--- config.mk ---
export PLATFORM = sky130hd
export DESIGN_NAME = bnn_layer_seq
export DESIGN_NICKNAME = d
export VERILOG_FILES = /design/src/rtl/bnn_layer_seq.sv
export SDC_FILE = /design/constraint.sdc
export NUM_CORES = 1
export LEC_CHECK = 0
export CORE_ASPECT_RATIO = 0.8
export CORE_MARGIN = 2
export CORE_UTILIZATION = 45
export CTS_CLUSTER_DIAMETER = 100
export DETAILED_ROUTE_END_ITERATION = 16
export PLACE_DENSITY = 0.72
export SLEW_MARGIN = 20
export SYNTH_ARGS = -nofsm -noshare
export SYNTH_HDL_FRONTEND = slang
export SYNTH_SLANG_ARGS = --single-unit
export TNS_END_PERCENT = 10
--- constraint.sdc ---
create_clock -name clk -period 10.9 [get_ports clk]
set_clock_uncertainty 0.05 [all_clocks]
set_input_delay 2.18 -clock clk [delete_from_list [all_inputs] [get_ports clk]]
set_output_delay 2.18 -clock clk [all_outputs]
set_load 0.02 [all_outputs]
--- src/rtl/bnn_layer_seq.sv ---
// ---------------------------------------------------------------------------
// bnn_layer_seq
//
// Purpose:
//   Sequencer for one fully-connected binarised neural-network layer. A frame
//   is a 16-bit input vector x delivered as two bytes (low byte first) from a
//   UART receive path. For each output neuron n the sequencer reads one
//   16-bit weight word from an external ROM, computes the XNOR-popcount of
//   x against the weights and sets result[n] when the popcount reaches
//   THRESH. The packed result byte is then offered to the UART transmit
//   path with a valid/ready handshake.
//
// Parameters:
//   N_OUT  - output neurons per frame (1..8)
//   THRESH - popcount firing threshold (0..17); THRESH=17 never fires
//
// Ports:
//   clk        in   1   clock, rising-edge active
//   rst_n      in   1   asynchronous active-low reset
//   in_data    in   8   received byte
//   in_valid   in   1   in_data valid
//   in_ready   out  1   byte accepted this cycle (LOAD_LO / LOAD_HI)
//   w_rd       out  1   weight ROM read strobe (FETCH)
//   w_addr     out  3   weight ROM address = current neuron index
//   w_data     in   16  weight word, valid the cycle after w_rd
//   out_data   out  8   result byte
//   out_valid  out  1   out_data valid (SEND)
//   out_ready  in   1   transmit path accepts out_data
//   busy       out  1   high in FETCH, CALC and SEND
//   abort      in   1   synchronous frame abort (only with the macro below)
//
// Configuration:
//   BNN_LAYER_SEQ_ABORT_EN - when defined, adds the abort port. An abort at a
//   rising edge returns the sequencer to LOAD_LO and clears n and result,
//   taking priority over any handshake in that cycle.
// ---------------------------------------------------------------------------
module bnn_layer_seq #(
   parameter int unsigned N_OUT  = 8,
   parameter int unsigned THRESH = 9
) (
   input  logic        clk,
   input  logic        rst_n,
   input  logic [7:0]  in_data,
   input  logic        in_valid,
   output logic        in_ready,
   output logic        w_rd,
   output logic [2:0]  w_addr,
   input  logic [15:0] w_data,
   output logic [7:0]  out_data,
   output logic        out_valid,
   input  logic        out_ready,
   output logic        busy
`ifdef BNN_LAYER_SEQ_ABORT_EN
   ,
   input  logic        abort
`endif
);

   typedef enum logic [2:0] {
      LOAD_LO = 3'd0,
      LOAD_HI = 3'd1,
      FETCH   = 3'd2,
      CALC    = 3'd3,
      SEND    = 3'd4
   } state_e;

   localparam logic [2:0] N_LAST   = 3'(N_OUT - 1);
   localparam logic [5:0] THRESH_W = 6'(THRESH);

   // Number of set bits in a 16-bit word (0..16).
   function automatic logic [4:0] popcount16(input logic [15:0] v);
      logic [4:0] cnt;
      cnt = 5'd0;
      for (int i = 0; i < 16; i++) begin
         cnt = cnt + {4'd0, v[i]};
      end
      return cnt;
   endfunction

   state_e      state_q, state_d;
   logic [15:0] x_q, x_d;
   logic [2:0]  n_q, n_d;
   logic [7:0]  result_q, result_d;
   logic        in_ready_q, in_ready_d;
   logic        w_rd_q, w_rd_d;
   logic        out_valid_q, out_valid_d;
   logic        busy_q, busy_d;

   logic        abort_s;
   logic [4:0]  pc_s;
   logic        fire_s;

`ifdef BNN_LAYER_SEQ_ABORT_EN
   assign abort_s = abort;
`else
   assign abort_s = 1'b0;
`endif

   // XNOR-popcount of the input vector against the weight word in CALC.
   assign pc_s   = popcount16(~(x_q ^ w_data));
   assign fire_s = ({1'b0, pc_s} >= THRESH_W);

   // Next-state, datapath and next-output decode for the frame sequencer.
   always_comb begin
      state_d  = state_q;
      x_d      = x_q;
      n_d      = n_q;
      result_d = result_q;

      case (state_q)
         LOAD_LO: begin
            if (in_valid) begin
               x_d[7:0] = in_data;
               state_d  = LOAD_HI;
            end else begin
               state_d  = LOAD_LO;
            end
         end
         LOAD_HI: begin
            if (in_valid) begin
               x_d[15:8] = in_data;
               n_d       = 3'd0;
               result_d  = 8'd0;
               state_d   = FETCH;
            end else begin
               state_d   = LOAD_HI;
            end
         end
         FETCH: begin
            // w_data arrives in the following cycle, i.e. in CALC.
            state_d = CALC;
         end
         CALC: begin
            result_d[n_q] = fire_s;
            if (n_q == N_LAST) begin
               state_d = SEND;
            end else begin
               n_d     = n_q + 3'd1;
               state_d = FETCH;
            end
         end
         SEND: begin
            if (out_ready) begin
               state_d = LOAD_LO;
            end else begin
               state_d = SEND;
            end
         end
         default: begin
            state_d  = LOAD_LO;
            n_d      = 3'd0;
            result_d = 8'd0;
         end
      endcase

      // Abort overrides whatever the handshakes above decided.
      if (abort_s) begin
         state_d  = LOAD_LO;
         n_d      = 3'd0;
         result_d = 8'd0;
      end else begin
         state_d  = state_d;
      end

      // Outputs are decoded from the next state so they are registered
      // and line up with the state they describe.
      in_ready_d  = (state_d == LOAD_LO) || (state_d == LOAD_HI);
      w_rd_d      = (state_d == FETCH);
      out_valid_d = (state_d == SEND);
      busy_d      = (state_d == FETCH) || (state_d == CALC) || (state_d == SEND);
   end

   // Frame sequencer state and registered outputs.
   always_ff @(posedge clk or negedge rst_n) begin
      if (!rst_n) begin
         state_q     <= LOAD_LO;
         x_q         <= 16'd0;
         n_q         <= 3'd0;
         result_q    <= 8'd0;
         in_ready_q  <= 1'b1;
         w_rd_q      <= 1'b0;
         out_valid_q <= 1'b0;
         busy_q      <= 1'b0;
      end else begin
         state_q     <= state_d;
         x_q         <= x_d;
         n_q         <= n_d;
         result_q    <= result_d;
         in_ready_q  <= in_ready_d;
         w_rd_q      <= w_rd_d;
         out_valid_q <= out_valid_d;
         busy_q      <= busy_d;
      end
   end

   assign in_ready  = in_ready_q;
   assign w_rd      = w_rd_q;
   assign w_addr    = n_q;
   // Bits above N_OUT-1 are never written after the clear in LOAD_HI.
   assign out_data  = result_q;
   assign out_valid = out_valid_q;
   assign busy      = busy_q;

endmodule
# After elaboration in Yosys (flattened, before gate mapping)
# Index checks and enable logic that the tools add are counted.
# totals
in_bits	28
elab_cells	66
ff_bits	34
out_inout_bits	15
# op_classes
add_sub_neg	16
eq_ne	11
n_mux	13
n_reduce_logical	11
bitwise	3
n_lt_le_gt_ge	3
# ops
op	count
$add 5x1->5	11
$pmux 8 s3	1
$not 16->16	1
$xor 16x16->16	1
$pmux 3 s5	1
$eq 3x2->1 const B	4
$mux 3	4
$eq 3x3->1 const B	3
$pmux 3 s3	1
$bwmux 8	1
$mux 8	1
$eq 3x1->1 const B	2
$logic_not 3->1	2
$reduce_and 2->1	3
$add 4x1->5	1
$ge 5x4->1 const B	1
$add 3x1->4	1
$lt 3x4->1 const B	1
$ne 2x2->1 const B	2
$add 2x1->3	1
$add 3x1->3 const B	1
$demux 1 s3	1
$ge 3x1->1 const B	1
$logic_or 1x1->1	3
other kinds (7)	8

# Longest topological paths before layout
# depth
ltp_word	20
ltp_mapped	14

# Least setup slack after synthesis
# Ideal clock, no wire load.
# synth_timing
path_kind	input to register
start	input port w_data[0]
end	register result_q[6] (netlist: out_data[6])
path_slack_ns	4.757
cell_stages	14
setup_ns	0.139
arrival_ns	5.954
n_path_buf	0
cell_sequence	xnor2_1 > fa_1 > inv_1 > fa_1 > fa_1 > inv_1 > fa_1 > ha_1 > inv_1 > fa_1 > and3b_1 > o32ai_2 > a311oi_4 > o31ai_1
# synth_via
elab_chain_len	20
# synth_lines
element	line_no	source
from (decl)	48	input logic [15:0] w_data,
$xor 16x16->16	100	assign pc_s = popcount16(~(x_q ^ w_data));
$not 16->16	100	
$add 1x1->2	75	cnt = cnt + {4'd0, v[i]};
$add 2x1->3	75	
$add 3x1->4	75	
$add 4x1->5	75	
$add 5x1->5 (11 in a row)	75	
$ge 5x4->1	101	assign fire_s = ({1'b0, pc_s} >= THRESH_W);
$bwmux 8	134	result_d[n_q] = fire_s;
$pmux 8 s3	110	case (state_q)
to (signal assigned)	188	result_q <= result_d;
to (decl)	83	logic [7:0] result_q, result_d;
# No other way between the ends.
# A chain may end at the register's enable or synchronous reset.

# Worst setup path after layout
# layout_timing
start	input port w_data[0]
end	register result_q[2] (netlist: out_data[2])
# Same word-level chain as after synthesis.

==> impl_results.md <==
- Status: finished, final reports clean
- Max-cap violations: 0
- Post-CTS Setup Repair Bufs: 0
- Synth Instances: 173
- Total Neg Setup Slack: 0 ns
- Synth-to-Final Area Change: 26.5%
- Crit path max fanout: 8
- Req. time, crit path: 11.01 ns
- Drt via density: about 5.3
- Top_reg_cell synth: dfrtp_1
- Vias: 1474
- Worst Hold Class: flop to flop
- Ant diodes: 0
- Die width: 79.8 µm
- CTS root buffer: clkbuf_8
- Number of synthesized flops with an enable pin: 0
- Post-synthesis async set-or-reset flop share: 1.00
- Final min period: 6.51 ns
- Final #Nets: 261
- Share of layout cells above drive strength 1: 0.0922
- DRC: 0
- Crit path capture type: flop
- H-Tree Depth: 2
- Reg-to-Reg Start: x_q[0]
- Die Y: approximately 65 µm
- Most common cell in the synthesized netlist: dfrtp_1
- RSZ-0062 raised after global routing: false
- Relative slew slack: 0.657
- I/O pin count: 43
- Skew-Pair Late Insertion Delay: 0.29 ns
- Share of the synthesized area in the top cell type: 0.399
- Post-CTS sizing: 0
- Core Region: about 4500 µm²
- Wire length of the first global-routing pass: about 7.3 mm
- Final setup viols: 0
- Vias in the first global route: 1535
- Clk sinks: 34
- Starting DRT DRC Count: 64
- Clock Pin Slew Worst Setup and Hold Paths: roughly 0.080 ns
- Initial core utilization: 0.459
- Initial antenna violation count: 0
- Critical path class: input port to flop
- Period utilization: 0.598
- HP Start: x_q[6]
- Top post-synthesis cells by area: dfrtp_1, fa_1, mux2_1
- Worst Tran Pin Value: about 0.51 ns
- Die area: slightly above 5000 µm²
- Gr ovfl total: 0
- GRT Resource Usage Total: 0.184
- Endpoints failing hold: 0
- Routability Congestion: around 0.82
- CTS max path bufs: 2
- Nature of the critical path startpoint: input port
- Rows: 22
- Yosys warns: 0
- WL per Instance: 15.1 µm
- Slew Limit Fails: 0
- DRT antenna net count: 0
- Sequential area share after synthesis: 0.411
- Syn Std Cell Area: 2070 µm²
- Fmax: ~0.15 GHz
- Hpwl dp: 3.05 mm
- TritonCTS clock tree: done
- Crit. Startpoint: w_data[0]
- Cts hold-fix bufs: 0
- Pre-antenna DRT Iters: 4
- Distinct cells, synth: 46
- Routed WL: 4.20 mm
- CP arrival: 6.62 ns
- Syn_area_per_cell: 12.0 µm²
- Num CTS Buffers: 5
- Synth cell count leaders: dfrtp_1, mux2_1, inv_1, xnor2_1, fa_1
- IO Port Bufs: 42
- Yosys top cell by area: dfrtp_1
- Syn_nets: 218
- Largest net degree at the start of global routing: 35
- FF+latch count, synth: 34
cell usage in the layout (no fill, tap or decap), types with 2 or more instances in the layout:
master	netlist	routed
clkbuf_8	0	5
a21oi_1	3	3
o311ai_1	3	3
nand3_1	2	2
nor2_1	5	5
o211ai_1	4	4
a41o_1	2	2
o31ai_1	8	8
dfrtp_1	33	33
o21ai_2	2	2
o21a_1	2	2
nor2b_1	2	2
clkdlybuf4s50_1	0	42
mux2_1	16	16
or2_1	2	2
a21oi_2	2	2
nand2_1	7	7
nand2b_1	2	2
fa_1	10	10
ha_1	7	7
nor3_1	2	2
inv_1	14	14
a22o_1	2	2
xor2_1	6	6
xnor2_1	11	11
path summary, 6_finish.rpt:
path / to / slack (ns) / cells after the start
worst max-delay path: out_data[2] / 4.39 / 15
min in group asynchronous: x_q[1] / 2.25 / 2
worst min-delay path: x_q[6] / 0.46 / 1
max in group asynchronous: in_ready / 8.21 / 2
worst min register to register: x_q[6] / 0.46 / 1
worst max register to register: out_data[2] / 6.30 / 14
sequential cells by signal, indices dropped and copies added (netlist names):
name / count
w_rd: 1
x_q: 16
state_q: 3
out_valid: 1
w_addr: 3
out_data: 8
busy: 1
in_ready: 1
critical path: stages:
cell	delay, ns
clkdlybuf4s50_1	0.41
xnor2_1	0.15
fa_1	0.53
inv_1	0.05
fa_1	0.50
fa_1	0.55
inv_1	0.05
fa_1	0.53
ha_1	0.19
inv_1	0.06
fa_1	0.50
and3b_1	0.18
o32ai_2	0.09
a311oi_4	0.48
o31ai_1	0.15
routing by layer:
layer,track usage,vias up,part of all wire
met5,0,-,0
met4,0.0530,0,0.010
met3,0.0390,7,0.047
met2,0.292,36,0.47
met1,0.257,733,0.48
li1,-,698,-
metrics by stage:
step           hold WS (ns)   util  cells  setup slack [ns]  instance area (µm²)
3_3_place_gp          0.439  0.560    269              4.14                 2530
5_1_grt               0.475  0.580    277              4.18                 2620
6_report              0.459  0.580    277              4.39                 2620
2_1_floorplan         0.428      -    173              4.76                 2070
4_1_cts               0.463  0.580    277              4.38                 2620
3_5_place_dp          0.446  0.560    269              4.06                 2530
cell families after synthesis:
group	Yosys count	synth area share
AOI/OAI and AO/OA	37	0.159
xor gates and xnor gates	17	0.0719
adders and majority gates	17	0.139
buffers and inverters	21	0.0465
DFF	34	0.411
muxes	17	0.0924
and+or+nand+nor	30	0.0798
cell type report:
cell class | instances | area, µm²
Fill cell | 402 | 1890
Multi-Input combinational cell | 118 | 1120
Sequential cell | 34 | 852
Timing Repair Buffer | 43 | 428
Tap cell | 60 | 75.1
Clock buffer | 5 | 68.8
Inverter | 14 | 52.6
Clock inverter | 3 | 21.3
Power is left out: the tool's default activity adds up to more than one toggle a clock period on the data nets, which glitch-free logic cannot reach.
